==> config.mk <==
export PLATFORM = sky130hd
export DESIGN_NAME = execute_muldiv
export DESIGN_NICKNAME = d
export VERILOG_FILES = /design/src/rtl/execute_muldiv.sv
export SDC_FILE = /design/constraint.sdc
export NUM_CORES = 2
export LEC_CHECK = 0
export ABC_AREA = 1
export BUFFER_PORTS_ARGS = -buffer_cell sky130_fd_sc_hd__buf_2
export CAP_MARGIN = 40
export CELL_PAD_IN_SITES_DETAIL_PLACEMENT = 0
export CELL_PAD_IN_SITES_GLOBAL_PLACEMENT = 2
export CORE_ASPECT_RATIO = 0.75
export CORE_MARGIN = 3
export CORE_UTILIZATION = 30
export CTS_BUF_LIST = sky130_fd_sc_hd__clkbuf_8
export CTS_CLUSTER_SIZE = 12
export DETAILED_ROUTE_END_ITERATION = 10
export PLACE_DENSITY = 0.83
export SLEW_MARGIN = 20
export SYNTH_ARGS = -nofsm -noshare
export SYNTH_HDL_FRONTEND = slang
export SYNTH_SLANG_ARGS = --single-unit
==> constraint.sdc <==
create_clock -name clk -period 4.65 [get_ports clk]
set_input_delay 0.2325 -clock clk [delete_from_list [all_inputs] [get_ports clk]]
set_output_delay 0.2325 -clock clk [all_outputs]
set_load 0.05 [all_outputs]
==> src/rtl/execute_muldiv.sv <==
// execute_muldiv
//    Multi-cycle integer multiply/divide unit for the execute stage (RV64M
//    including the W-forms). It works on one bit per cycle: shift-add for
//    multiply and restoring division for divide. A result is returned through
//    a valid/ready handshake, and the unit can be flushed on a redirect.
//
// Parameters
//    XLEN       datapath width, 32 or 64 (W-forms only meaningful at 64)
//
// Ports
//    clk        clock, rising edge
//    reset_n    asynchronous reset, active low
//    in_valid   request present this cycle
//    in_ready   unit can accept a request (only while idle)
//    op         0 MUL,1 MULH,2 MULHSU,3 MULHU,4 DIV,5 DIVU,6 REM,7 REMU
//    word       32-bit operation, result sign-extended to XLEN
//    srca/srcb  forwarded rs1/rs2 values
//    flush      abandon any operation in flight
//    out_valid  result available
//    out_ready  consumer takes the result this cycle
//    result     final result, held while out_valid && !out_ready
//    busy       unit is not idle (stall request)
//
// Configuration
//    EXECUTE_MULDIV_FASTZERO_EN  when defined, divide-by-zero and signed
//    overflow are resolved at accept and the result is ready one edge later.
//    The result values are the same; only the latency changes.

module execute_muldiv #(
   parameter int XLEN = 64
) (
   input  logic            clk,
   input  logic            reset_n,
   input  logic            in_valid,
   output logic            in_ready,
   input  logic [2:0]      op,
   input  logic            word,
   input  logic [XLEN-1:0] srca,
   input  logic [XLEN-1:0] srcb,
   input  logic            flush,
   output logic            out_valid,
   input  logic            out_ready,
   output logic [XLEN-1:0] result,
   output logic            busy
);

   typedef enum logic [1:0] {IDLE, CALC, DONE} state_e;

   localparam int CW  = $clog2(XLEN);
   localparam int WSH = XLEN - 32;

   state_e              state_q, state_d;
   logic [CW-1:0]       cnt_q, cnt_d;
   logic [2:0]          op_q, op_d;
   logic                word_q, word_d;
   logic                negRes_q, negRes_d;
   logic                negRem_q, negRem_d;
   logic                divZero_q, divZero_d;
   logic [XLEN-1:0]     opB_q, opB_d;
   logic [XLEN-1:0]     result_q, result_d;
   logic [2*XLEN-1:0]   acc_q, acc_d;

   logic                signedA, signedB, isDivIn, aNeg, bNeg, divZeroIn;
   logic                accept, fastSpecial, lastIter;
   logic [XLEN-1:0]     aExt, bExt, aMag, bMag;

   logic [XLEN:0]       mulSum, divRem;
   logic                divGe;
   logic [XLEN-1:0]     divRest;
   logic [2*XLEN-1:0]   stepNext, prod, prodS;
   logic [XLEN-1:0]     quo, rem, rawRes, finalRes;

   // Operand preparation: take the N-bit view of each operand and turn the
   // signed ones into magnitudes; the signs are remembered for the final fixup.
   always_comb begin
      signedA   = (op == 3'd1) || (op == 3'd2) || (op == 3'd4) || (op == 3'd6);
      signedB   = (op == 3'd1) || (op == 3'd4) || (op == 3'd6);
      isDivIn   = op[2];
      if (word) begin
         aExt = signedA ? XLEN'($signed(srca[31:0])) : XLEN'(srca[31:0]);
         bExt = signedB ? XLEN'($signed(srcb[31:0])) : XLEN'(srcb[31:0]);
      end else begin
         aExt = srca;
         bExt = srcb;
      end
      aNeg      = signedA && aExt[XLEN-1];
      bNeg      = signedB && bExt[XLEN-1];
      aMag      = aNeg ? -aExt : aExt;
      bMag      = bNeg ? -bExt : bExt;
      divZeroIn = isDivIn && (bExt == '0);
      accept    = (state_q == IDLE) && in_valid && !flush;
      lastIter  = (cnt_q == (word_q ? CW'(31) : CW'(XLEN-1)));
   end

`ifdef EXECUTE_MULDIV_FASTZERO_EN
   logic            ovfIn;
   logic [XLEN-1:0] minInt, specRaw, specRes;

   // Divide-by-zero and min_int / -1 have fixed answers, so they skip the loop.
   always_comb begin
      minInt      = word ? XLEN'($signed(32'h8000_0000)) : {1'b1, {(XLEN-1){1'b0}}};
      ovfIn       = isDivIn && signedB && (aExt == minInt) && (bExt == '1);
      fastSpecial = divZeroIn || ovfIn;
      if (divZeroIn) specRaw = op[1] ? aExt : '1;
      else           specRaw = op[1] ? '0 : aExt;
      specRes     = word ? XLEN'($signed(specRaw[31:0])) : specRaw;
   end
`else
   assign fastSpecial = 1'b0;
`endif

   // One iteration step. The accumulator holds {hi, lo}: for multiply hi is the
   // running partial product and lo the multiplier being shifted out; for
   // divide hi is the partial remainder and lo the dividend/quotient shifter.
   always_comb begin
      mulSum  = {1'b0, acc_q[2*XLEN-1:XLEN]} + (acc_q[0] ? {1'b0, opB_q} : '0);
      divRem  = {acc_q[2*XLEN-1:XLEN], acc_q[XLEN-1]};
      divGe   = (divRem >= {1'b0, opB_q});
      divRest = divGe ? XLEN'(divRem - {1'b0, opB_q}) : divRem[XLEN-1:0];
      if (op_q[2]) stepNext = {divRest, acc_q[XLEN-2:0], divGe};
      else         stepNext = {mulSum, acc_q[XLEN-1:1]};
   end

   // Result assembly from the last step. A 32-bit multiply leaves its 64-bit
   // product shifted up by XLEN-32, so it is realigned before the sign fixup.
   always_comb begin
      prod  = word_q ? (stepNext >> WSH) : stepNext;
      prodS = negRes_q ? -prod : prod;
      quo   = divZero_q ? '1 :
              (negRes_q ? -stepNext[XLEN-1:0] : stepNext[XLEN-1:0]);
      rem   = negRem_q ? -stepNext[2*XLEN-1:XLEN] : stepNext[2*XLEN-1:XLEN];
      case (op_q)
         3'd0:             rawRes = prodS[XLEN-1:0];
         3'd1, 3'd2, 3'd3: rawRes = word_q ? XLEN'(prodS[63:32]) : prodS[2*XLEN-1:XLEN];
         3'd4, 3'd5:       rawRes = quo;
         default:          rawRes = rem;
      endcase
      finalRes = word_q ? XLEN'($signed(rawRes[31:0])) : rawRes;
   end

   // State and datapath registers; reset discards any partial computation.
   always_ff @(posedge clk or negedge reset_n) begin
      if (!reset_n) begin
         state_q   <= IDLE;
         cnt_q     <= '0;
         op_q      <= '0;
         word_q    <= 1'b0;
         negRes_q  <= 1'b0;
         negRem_q  <= 1'b0;
         divZero_q <= 1'b0;
         opB_q     <= '0;
         result_q  <= '0;
         acc_q     <= '0;
      end else begin
         state_q   <= state_d;
         cnt_q     <= cnt_d;
         op_q      <= op_d;
         word_q    <= word_d;
         negRes_q  <= negRes_d;
         negRem_q  <= negRem_d;
         divZero_q <= divZero_d;
         opB_q     <= opB_d;
         result_q  <= result_d;
         acc_q     <= acc_d;
      end
   end

   // Next state: flush always wins, including over a same-cycle request.
   always_comb begin
      state_d = state_q;
      case (state_q)
         IDLE:    if (in_valid && !flush) state_d = fastSpecial ? DONE : CALC;
         CALC:    if (lastIter) state_d = DONE;
         DONE:    if (out_ready) state_d = IDLE;
         default: state_d = IDLE;
      endcase
      if (flush) state_d = IDLE;
   end

   // Datapath next values: latch the request on accept, iterate while in CALC.
   always_comb begin
      cnt_d     = cnt_q;
      op_d      = op_q;
      word_d    = word_q;
      negRes_d  = negRes_q;
      negRem_d  = negRem_q;
      divZero_d = divZero_q;
      opB_d     = opB_q;
      result_d  = result_q;
      acc_d     = acc_q;
      if (accept) begin
         cnt_d     = '0;
         op_d      = op;
         word_d    = word;
         negRes_d  = aNeg ^ bNeg;
         negRem_d  = aNeg;
         divZero_d = divZeroIn;
         opB_d     = isDivIn ? bMag : aMag;
         acc_d     = isDivIn ? {{XLEN{1'b0}}, aMag << (word ? WSH : 0)}
                             : {{XLEN{1'b0}}, bMag};
`ifdef EXECUTE_MULDIV_FASTZERO_EN
         if (fastSpecial) result_d = specRes;
`endif
      end else if ((state_q == CALC) && !flush) begin
         acc_d = stepNext;
         if (lastIter) result_d = finalRes;
         else          cnt_d    = cnt_q + 1'b1;
      end
   end

   // Handshake outputs decoded from the state.
   always_comb begin
      in_ready  = (state_q == IDLE);
      out_valid = (state_q == DONE);
      busy      = (state_q != IDLE);
      result    = result_q;
   end

endmodule

==> metrics.json <==
{
  "outcome": {
    "outcome": "finished, violations left",
    "violations_in_the_final_reports": "negative setup slack"
  },
  "power_and_ir_drop": {
    "maximum_vdd_drop_mv": 0.645,
    "power_leakage_nw": 36.6,
    "finalPower_mw": 57.4,
    "power_per_cell_area_nw_per_um2": 844
  },
  "synthesis": {
    "synth_seq_cells": 271,
    "synth-main-ff-cell": "dfrtp_1",
    "synthArstFlopShare_pct": 100,
    "mappedNetlistNets": 8323,
    "mappedNetlistArea_um2": 43100,
    "synth_enable_flop_cells": 0,
    "synthDistinctLibCells": 67,
    "yosysSeqAreaShare_pct": 15.7,
    "syn_area_per_cell_um2": 5.36,
    "ys.warnings.count": 0,
    "syn_inst": 8050
  },
  "setup_path": {
    "worst-endpoint-arrival_ns": 5.73,
    "worstSetupStartpointType": "flop",
    "reg2reg_from": "acc_q[123]",
    "timing.critical_path.slowest_cell_delay_ns": 0.41,
    "critical-path-slowest-cell": "dfrtp_1",
    "critical_path_peak_fanout": 4,
    "critical_path.endpoint": "result[56]",
    "r2r-end": "result[56]",
    "timing.critical_path.to_type": "flop",
    "reg2reg_depth": 31,
    "critical_path_required_ns": 5.30,
    "worst_setup_path_startpoint": "acc_q[123]",
    "rrSetupSlack_ns": -0.43,
    "kind_of_critical_path": "flop to flop"
  },
  "grt": {
    "via_count_of_the_first_global_routing_pass": 60700,
    "maximum_number_of_pins_on_one_net_before_global_route_repair": 148,
    "antenna_found_initial": 25,
    "grt_overflow_total": 0,
    "grt.total_usage_pct": 42.9,
    "grt_first_pass_wirelength_mm": 454
  },
  "detailed_routing": {
    "detail_route.vias_per_cell": 5.38,
    "vias": 66000,
    "post_drt_wl_per_cell_um": 27.2,
    "finalWirelength_mm": 333,
    "detailedRoute.firstIterationViolations": 9440,
    "detailedRoute.firstPassIterationCount": 6,
    "ant_nets": 0,
    "drc": 0
  },
  "sta": {
    "skew_ns": 0.0851,
    "final.setup.worst_slack_ns": -0.434,
    "final_max_slew_viol_count": 0,
    "timing_hold_violations_final": 0,
    "max_freq_mhz": 197,
    "final.min_clock_period_ns": 5.08,
    "tightestPinTransition_ns": 0.976,
    "post-route-period-util_pct": 109,
    "grt_setup_unrepaired": "true",
    "relSlewSlack_pct": 34.9,
    "setup_viol": 62
  },
  "layout": {
    "fin_nets": 10600,
    "nFillCells": 15400,
    "share_of_layout_cells_above_drive_strength_1_pct": 33.2,
    "final_core_util_pct": 48.0,
    "final_design_area_no_fill_um2": 68000,
    "area_growth_syn_to_layout_pct": 57.6
  },
  "clock_tree": {
    "clock_insertion_delay_worst_skew_ns": 0.84,
    "clock_tree.htree_level_count": 2,
    "clkTransAtPathRegs_ns": 0.07,
    "cts_num_sinks": 271,
    "clock_root_buffer_master": "clkbuf_8",
    "tritoncts": "yes",
    "cts-root-to-sink-buffers": 3,
    "numCtsBuffers": 54
  },
  "floorplanning": {
    "io_pins": 204,
    "core.rowCount": 119,
    "die_w_um": 444,
    "fp.dieArea_um2": 148000,
    "die_y_um": 334,
    "floorplan.initialDensity_pct": 30.5,
    "placeableCoreArea_um2": 142000
  },
  "place": {
    "dp.final_hpwl_mm": 279,
    "dp_worst_setup_slack_ns": -1.02,
    "port-buffer-count": 203,
    "place_congestion": 1.13,
    "placed_cell_area_um2": 61700
  },
  "hold_path": {
    "hold_path.class": "primary input to async pin"
  },
  "run": {
    "cap_violations": 0
  }
}
==> how the worst min path moves through the flow <==
stage | startpoint | to | cells past startpoint
after floorplan | reset_n | acc_q[0] | 0
after global placement | reset_n | acc_q[123] | 1
after detailed placement | reset_n | acc_q[123] | 1
after CTS | srcb[17] | acc_q[17] | 5
after global routing | srca[3] | opB_q[3] | 3
final | reset_n | acc_q[123] | 2
==> per-stage QoR <==
stage	instances	hold WS (ns)	setup TNS [ns]
CTS	12200	0.00252	-8.91
detailed placement	12000	0.341	-37.55
global route	12300	0.0425	-25.98
floorplan	8050	-0.0631	0
finish	12300	0.0123	-15.85
global placement	11900	0.342	-35.17
==> layout make-up <==
type                       count  area [um2]  area share (%)
clock buffer                  68         936            1.38
inverter                    1287        4850            7.13
sequential                   271        6800            9.99
multi-input combinational   6212       33400            49.2
timing repair buffer        2513       19300            28.4
clock inverter                31         282           0.414
antenna                       12        30.0          0.0442
tap                         1875        2350            3.45
==> report_power, final <==
group	internal (mW)	leakage [nW]	switching, mW
logic	20.1	32.5	30.7
clock network	1.60	0.690	1.44
registers	2.95	3.41	0.590
==> cell families (layout without fill, tap and decap cells) <==
kind of cell | after synthesis | count (layout) | synth area share, %
adders and majority gates | 136 | 136 | 3.98
and+or+nand+nor | 4736 | 4736 | 46.8
buffers and inverters | 1567 | 3899 | 14.2
other | 0 | 12 | 0
muxes | 1 | 1 | 0.0232
AOI/OAI and AO/OA | 1152 | 1152 | 15.5
xor gates and xnor gates | 187 | 187 | 3.80
DFF | 271 | 271 | 15.7
==> worst max-delay path: cells and delay by family (launching register included) <==
family,cells,cell delay (ns)
AOI/OAI and AO/OA,9,1.21
adders and majority gates,2,0.42
buffers and inverters,6,0.80
DFF,1,0.41
and+or+nand+nor,14,2.04
==> sequential cells by signal, summed over array words and instances (netlist names) <==
register / count
negRes_q: 1
acc_q: 128
word_q: 1
result: 64
divZero_q: 1
negRem_q: 1
op_q: 3
opB_q: 64
cnt_q: 6
state_q: 2
==> Yosys cell counts, types with 36 or more instances <==
cell	count	share of area, %
a21oi_1	324	3.8
buf_1	45	0.39
clkbuf_1	176	1.5
dfrtp_1	271	16
ha_1	134	3.9
inv_1	1246	11
nand2_1	2677	23
nand3_1	662	7.7
nand3b_1	41	0.71
nand4_1	210	3.0
nor2_1	813	7.1
nor3_1	104	1.2
o21ai_0	465	5.4
o21ai_1	50	0.58
o221ai_1	59	1.2
o22ai_1	54	0.78
or2_2	77	1.1
xnor2_1	36	0.73
xor2_1	151	3.1
==> metal layers <==
metal / share of wire [%] / vias to the layer above / track usage [%]
li1: - / 30400 / -
met1: 43 / 31000 / 59.3
met2: 39 / 3916 / 60.2
met3: 13 / 687 / 14.4
met4: 5.2 / 20 / 18.2
met5: 0.038 / - / 0
==> cells in the final DEF (no fill, tap or decap), types with 17 or more instances in the layout <==
| master | synthesis | final |
|---|---|---|
| nand3_1 | 662 | 578 |
| o21ai_1 | 50 | 88 |
| clkbuf_8 | 0 | 68 |
| nand2_4 | 4 | 23 |
| buf_4 | 5 | 2169 |
| xor2_1 | 151 | 146 |
| a21boi_2 | 24 | 29 |
| nor2_1 | 813 | 672 |
| o211ai_1 | 24 | 24 |
| nor3_2 | 9 | 17 |
| nor2_4 | 8 | 49 |
| o21ai_0 | 465 | 397 |
| nand4_1 | 210 | 210 |
| o2111ai_1 | 24 | 24 |
| nand2_1 | 2677 | 2508 |
| a21oi_1 | 324 | 278 |
| o22ai_1 | 54 | 52 |
| xnor2_1 | 36 | 34 |
| nand3_2 | 26 | 94 |
| dlygate4sd3_1 | 0 | 55 |
| ha_1 | 134 | 58 |
| o221ai_1 | 59 | 59 |
| nor2_2 | 34 | 134 |
| ha_4 | 0 | 66 |
| nand2_2 | 17 | 166 |
| o21bai_1 | 24 | 20 |
| dfrtp_1 | 271 | 265 |
| or2_2 | 77 | 77 |
| buf_2 | 31 | 205 |
| buf_12 | 1 | 50 |
| a31oi_1 | 34 | 29 |
| a21oi_2 | 6 | 45 |
| buf_6 | 21 | 26 |
| o21ai_2 | 8 | 30 |
| inv_1 | 1246 | 1205 |
| nor4_1 | 24 | 20 |
| inv_2 | 32 | 85 |
| nor3_1 | 104 | 91 |
| nand3b_1 | 41 | 41 |
==> repair_timing <==
item / in CTS / in global routing
pin swaps: 122 / 103
gates cloned: 2 / 2
endpoints found under the setup margin: 64 / 69
hold buffers: 55 / 0
resized for setup: 443 / 397
buffers inserted: 123 / 34
endpoints found under the hold margin: 130 / 0
Note: power is estimated with default switching activity, not from simulation.
